### src/rtl/mu01_mem_arbiter.sv
// mu01_mem_arbiter
//   Two-port round-robin arbiter in front of the single-port 4096x16 MU01
//   program/data memory. Port 0 is the MU01 core, port 1 the debug/program
//   loader. One access per granted cycle, registered memory command,
//   synchronous-read memory (read data one cycle after the access).
//
//   Ports:
//     clk, reset_n                      clock, async active-low reset
//     reqN/weN/addrN/wdataN             port N request (held until gntN)
//     gntN                              high during port N's access cycle
//     rvalidN/rdataN                    port N read return (rdata 0 otherwise)
//     lock0/lock1                       bus lock (only with MU01_ARB_LOCK_EN)
//     mem_en/mem_we/mem_addr/mem_wdata  memory command
//     mem_rdata                         memory read data
//
//   Optional feature macro: MU01_ARB_LOCK_EN (bus lock with forced release
//   after LOCK_MAX consecutive locked grants).

module mu01_mem_arbiter #(
    parameter int AW = 12,
    parameter int DW = 16
`ifdef MU01_ARB_LOCK_EN
    , parameter int LOCK_MAX = 16
`endif
) (
    input  logic          clk,
    input  logic          reset_n,
    input  logic          req0,
    input  logic          we0,
    input  logic [AW-1:0] addr0,
    input  logic [DW-1:0] wdata0,
    output logic          gnt0,
    output logic          rvalid0,
    output logic [DW-1:0] rdata0,
    input  logic          req1,
    input  logic          we1,
    input  logic [AW-1:0] addr1,
    input  logic [DW-1:0] wdata1,
    output logic          gnt1,
    output logic          rvalid1,
    output logic [DW-1:0] rdata1,
`ifdef MU01_ARB_LOCK_EN
    input  logic          lock0,
    input  logic          lock1,
`endif
    output logic          mem_en,
    output logic          mem_we,
    output logic [AW-1:0] mem_addr,
    output logic [DW-1:0] mem_wdata,
    input  logic [DW-1:0] mem_rdata
);

    typedef enum logic {IDLE = 1'b0, BUSY = 1'b1} state_e;

    state_e        state_q, state_d;
    logic          owner_q, owner_d;
    logic          last_q;
    logic          we_q;
    logic [AW-1:0] addr_q;
    logic [DW-1:0] wdata_q;
    logic [1:0]    rvalid_q;
    logic          cand0, cand1;

`ifdef MU01_ARB_LOCK_EN
    localparam int CW = ($clog2(LOCK_MAX + 1) > 5) ? $clog2(LOCK_MAX + 1) : 5;
    localparam logic [CW-1:0] LMAX = CW'(LOCK_MAX);

    logic          lk_act_q;
    logic          lk_own_q;
    logic [CW-1:0] lk_cnt_q;
    logic          lk_hold;
    logic          lk_sel;

    // Lock masks the other port until the counter reaches LOCK_MAX; at that
    // point one arbitration runs unlocked so the other port can get in.
    assign lk_hold = lk_act_q && (lk_cnt_q < LMAX);
    assign lk_sel  = owner_d ? lock1 : lock0;

    always_ff @(posedge clk or negedge reset_n) begin
        if (!reset_n) begin
            lk_act_q <= 1'b0;
            lk_own_q <= 1'b0;
            lk_cnt_q <= '0;
        end else if (state_d == BUSY) begin
            lk_act_q <= lk_sel;
            lk_own_q <= owner_d;
            if (!lk_sel)
                lk_cnt_q <= '0;
            else if (lk_cnt_q >= LMAX)
                lk_cnt_q <= CW'(1);   // first grant after a forced release
            else
                lk_cnt_q <= lk_cnt_q + CW'(1);
        end
    end
`endif

    // State register plus the registered memory command.
    always_ff @(posedge clk or negedge reset_n) begin
        if (!reset_n) begin
            state_q  <= IDLE;
            owner_q  <= 1'b0;
            last_q   <= 1'b1;
            we_q     <= 1'b0;
            addr_q   <= '0;
            wdata_q  <= '0;
            rvalid_q <= 2'b00;
        end else begin
            state_q <= state_d;
            owner_q <= owner_d;
            // Read return for the access happening in this cycle.
            rvalid_q[0] <= (state_q == BUSY) && !we_q && !owner_q;
            rvalid_q[1] <= (state_q == BUSY) && !we_q &&  owner_q;
            if (state_d == BUSY) begin
                last_q  <= owner_d;
                we_q    <= owner_d ? we1    : we0;
                addr_q  <= owner_d ? addr1  : addr0;
                wdata_q <= owner_d ? wdata1 : wdata0;
            end else begin
                we_q    <= 1'b0;
            end
        end
    end

    // Next-state: a request is consumed in the cycle its grant is high, so a
    // port with gnt high is not a candidate for the following cycle.
    always_comb begin
        cand0   = req0 & ~gnt0;
        cand1   = req1 & ~gnt1;
`ifdef MU01_ARB_LOCK_EN
        if (lk_hold) begin
            if (lk_own_q) cand0 = 1'b0;
            else          cand1 = 1'b0;
        end
`endif
        state_d = IDLE;
        owner_d = owner_q;
        if (cand0 && cand1) begin
            state_d = BUSY;
            owner_d = ~last_q;
        end else if (cand0) begin
            state_d = BUSY;
            owner_d = 1'b0;
        end else if (cand1) begin
            state_d = BUSY;
            owner_d = 1'b1;
        end
    end

    // Outputs.
    always_comb begin
        gnt0      = (state_q == BUSY) && !owner_q;
        gnt1      = (state_q == BUSY) &&  owner_q;
        mem_en    = (state_q == BUSY);
        mem_we    = we_q;
        mem_addr  = addr_q;
        mem_wdata = wdata_q;
        rvalid0   = rvalid_q[0];
        rvalid1   = rvalid_q[1];
        rdata0    = rvalid_q[0] ? mem_rdata : '0;
        rdata1    = rvalid_q[1] ? mem_rdata : '0;
    end

endmodule

### config.mk
export PLATFORM = sky130hd
export DESIGN_NAME = mu01_mem_arbiter
export DESIGN_NICKNAME = d
export VERILOG_FILES = /design/src/rtl/mu01_mem_arbiter.sv
export SDC_FILE = /design/constraint.sdc
export NUM_CORES = 1
export LEC_CHECK = 0
export CAP_MARGIN = 20
export CORE_UTILIZATION = 36
export CTS_BUF_LIST = sky130_fd_sc_hd__clkbuf_8
export CTS_CLUSTER_SIZE = 28
export DETAILED_ROUTE_END_ITERATION = 7
export HOLD_SLACK_MARGIN = 0.1
export PLACE_DENSITY = 0.82
export SLEW_MARGIN = 20
export SYNTH_ARGS = -nofsm -noshare
export SYNTH_HDL_FRONTEND = slang
export SYNTH_SLANG_ARGS = --single-unit
### constraint.sdc
create_clock -name clk -period 2.2 [get_ports clk]
set_clock_uncertainty 0.05 [all_clocks]
set_input_delay 0.22 -clock clk [delete_from_list [all_inputs] [get_ports clk]]
set_output_delay 0.22 -clock clk [all_outputs]
set_load 0.05 [all_outputs]
==> summary.md <==
| Metric | Value |
|---|---|
| Status | `completed` |
| Clock root cell | `clkbuf_8` |
| Final setup vio count | `0` |
| Setup TNS | `0 ps` |
| Clock Latency Late Sink | `~280 ps` |
| GR Util All Layers | `0.184` |
| Worst Setup End Kind | `primary output` |
| Routed len/inst | `around 14 microns` |
| FFs w/ async S/R, synth | `1.00` |
| Seq/Total Area, Yosys | `0.415` |
| I/O Buffers | `143` |
| CP startpoint kind | `flop` |
| Post-CTS Hold Buffers | `1` |
| Final min period | `2040 ps` |
| Multiplexer share of the synthesized area | `0.420` |
| Type of the worst min-delay path | `reg -> reg` |
| Layout Nets | `375` |
| Initial DRC count | `70` |
| Simple-Gate Fraction of Synth Area | `0.116` |
| GPL Wtd Cong | `between 0.7 and 0.8` |
| Pins Over Slew Limit | `0` |
| Worst path cell trace | `nand2b_1, inv_1, clkdlybuf4s50_1` |
| Largest net degree at the start of global routing | `35` |
| Slew margin rel. | `0.496` |
| # IOs | `144` |
| Netlist area before placement | `around 0.0021 sq mm` |
| Die Wd | `77.5 microns` |
| Num CTS Buffers | `5` |
| Area share of xor/xnor cells in the synthesized design | `0` |
| Largest family of logic cells by synthesized area | `multiplexers` |
| Largest cells by area after synthesis | `mux2_4, dfrtp_1, and2_1` |
| Syn Nets | `225` |
| Worst path slowest cell | `clkdlybuf4s50_1` |
| Synth cell types | `16` |
| First-pass iteration count of the detailed router | `6` |
| Max Fanout on Critical Path | `4` |
| Final Total Pwr | `3.52 mW` |
| Routed wire length | `between 5000 and 6000 microns` |
| Post_cts resized | `0` |
| Placed cell areas | `between 0.003 and 0.004 sq mm` |
| WP data required | `1930 ps` |
| Cell count after synthesis | `between 100 and 150` |
| Crit path DAT | `~1800 ps` |
| Slowest cell delay on critical path | `800 ps` |
| Drt via density | `4.60` |
| RSZ-0062 raised after global routing | `no` |
| Critical path class | `reg -> out` |
| Number of fill cells | `428` |
| Gr ovfl total | `0` |
| Number of flops mapped to enable cells by yosys | `0` |
| Vias in the first global route | `around 1600` |
| Initial cell density of the core | `0.372` |
| Slew @ Worst Pin | `756 ps` |
| Syn-to-layout area delta | `78.3%` |
| Synth Area in Adders | `0` |
| Die H | `77.5 microns` |
| Via Count | `approximately 1700` |
| Detail Placement HPWL | `4130 microns` |
| Post-CTS Setup Inserts | `0` |
| Maximum VDD drop | `about 0.58 mV` |
| Flops & latches, synth | `34` |
| Yosys top cell by area | `mux2_4` |
| Cell Pwr Density | `between 900 and 1000 mW/mm^2` |
| YS warnings | `0` |
| Synth Area in Compound Gates | `0.0140` |
| Most frequent cells in the layout | `clkdlybuf4s50_1, mux2_4, buf_4` |
| H-tree Lvls | `2` |
| Core area | `0.00551 sq mm` |
| Fin. Hold Viols | `0` |
| Average size of a mapped cell | `14.0 sq um` |
| Die footprint | `roughly 0.006 sq mm` |
| Post-route DRC | `0` |
| Final period utilization | `0.926` |
| CTS sink cnt | `34` |
| Cell leakage power | `1.73 nW` |
| Maxcap violations | `0` |
| F_max | `491 MHz` |
| Final antenna-violating net count | `0` |
| Worst-path clk slew | `70 ps` |
| Clk buf depth | `2` |
| First-pass GRT wire length | `8540 microns` |
| Layout cell share with drive strength beyond 1 | `0.359` |
| Initial antenna violation count | `0` |
| Yosys top cell area share | `0.410` |
| Site Rows | `27` |
| Final instance area | `0.00366 sq mm` |
| CTS tree | `yes` |
| Commonest non-fill, non-tap cell in the layout | `clkdlybuf4s50_1` |
| Ant diodes | `0` |
| Dominant synthesized flop cell | `dfrtp_1` |
==> cell type report <==
cell class | instances | area [sq um] | share of cell area
repair buffers | 151 | 1450 | 0.395
multi-input cells | 101 | 1140 | 0.312
clock inverters | 3 | 45.0 | 0.0123
well taps | 72 | 90.1 | 0.0246
clock buffers | 5 | 68.8 | 0.0188
inverters | 4 | 15.0 | 0.00411
flip-flops and latches | 34 | 852 | 0.233
==> registers in the layout, summed over array words and instances, names as in the netlist <==
register   cells
owner_q        1
mem_en         1
mem_we         1
mem_wdata     16
last_q         1
rvalid_q       2
mem_addr      12
==> report_power, final <==
group	switching, mW	internal (mW)	total (mW)	leakage [nW]
sequential	0.0978	0.794	0.892	0.398
combinational	1.16	0.903	2.06	1.28
clock	0.237	0.337	0.574	0.0504
total	1.49	2.03	3.52	1.73
==> cells in the mapped netlist, drive strengths merged, types with 2 or more instances <==
cell and count:
buf 6, clkbuf 2, mux2 56, mux2i 2, dfrtp 33, inv 4, and2 33, nand2 2
nor2 3
==> per-layer routing <==
layer	GRT usage	vias to the layer above	wire, microns
met5	0	-	0
met4	0.0509	0	56
met3	0.0565	4	410
met2	0.326	91	2690
met1	0.213	807	2120
li1	-	800	-
==> stage by stage <==
step | cells | setup WS [ps] | hold WS, ps | util
2_1_floorplan | 147 | 206 | -126 | -
3_3_place_gp | 361 | 209 | 284 | 0.642
3_5_place_dp | 361 | 194 | 291 | 0.642
4_1_cts | 370 | 131 | 405 | 0.664
5_1_grt | 370 | 74.3 | 434 | 0.664
6_report | 370 | 163 | 400 | 0.664
==> worst max-delay path: cells and delay by family (launching register included) <==
kind	cells	cell delay, ps
buffers and inverters	2	890
and+or+nand+nor	1	190
DFF	1	410
==> cell families after synthesis <==
| logic type | after synthesis |
|---|---|
| mux | 58 |
| simple gates | 40 |
| flops | 34 |
| buf+inv | 12 |
| compound gates | 3 |
==> path summary, 6_finish.rpt <==
kind,cells after the start,slack [ps],to,from
max,3,160,gnt0,owner_q
min,1,400,rvalid_q[1],mem_we
max reg2reg,5,380,mem_wdata[13],last_q
min reg2reg,1,400,rvalid_q[1],mem_we
max in group asynchronous,2,1120,mem_addr[7],reset_n
min in group asynchronous,2,490,mem_wdata[10],reset_n
Note: power is estimated with default switching activity, not from simulation.
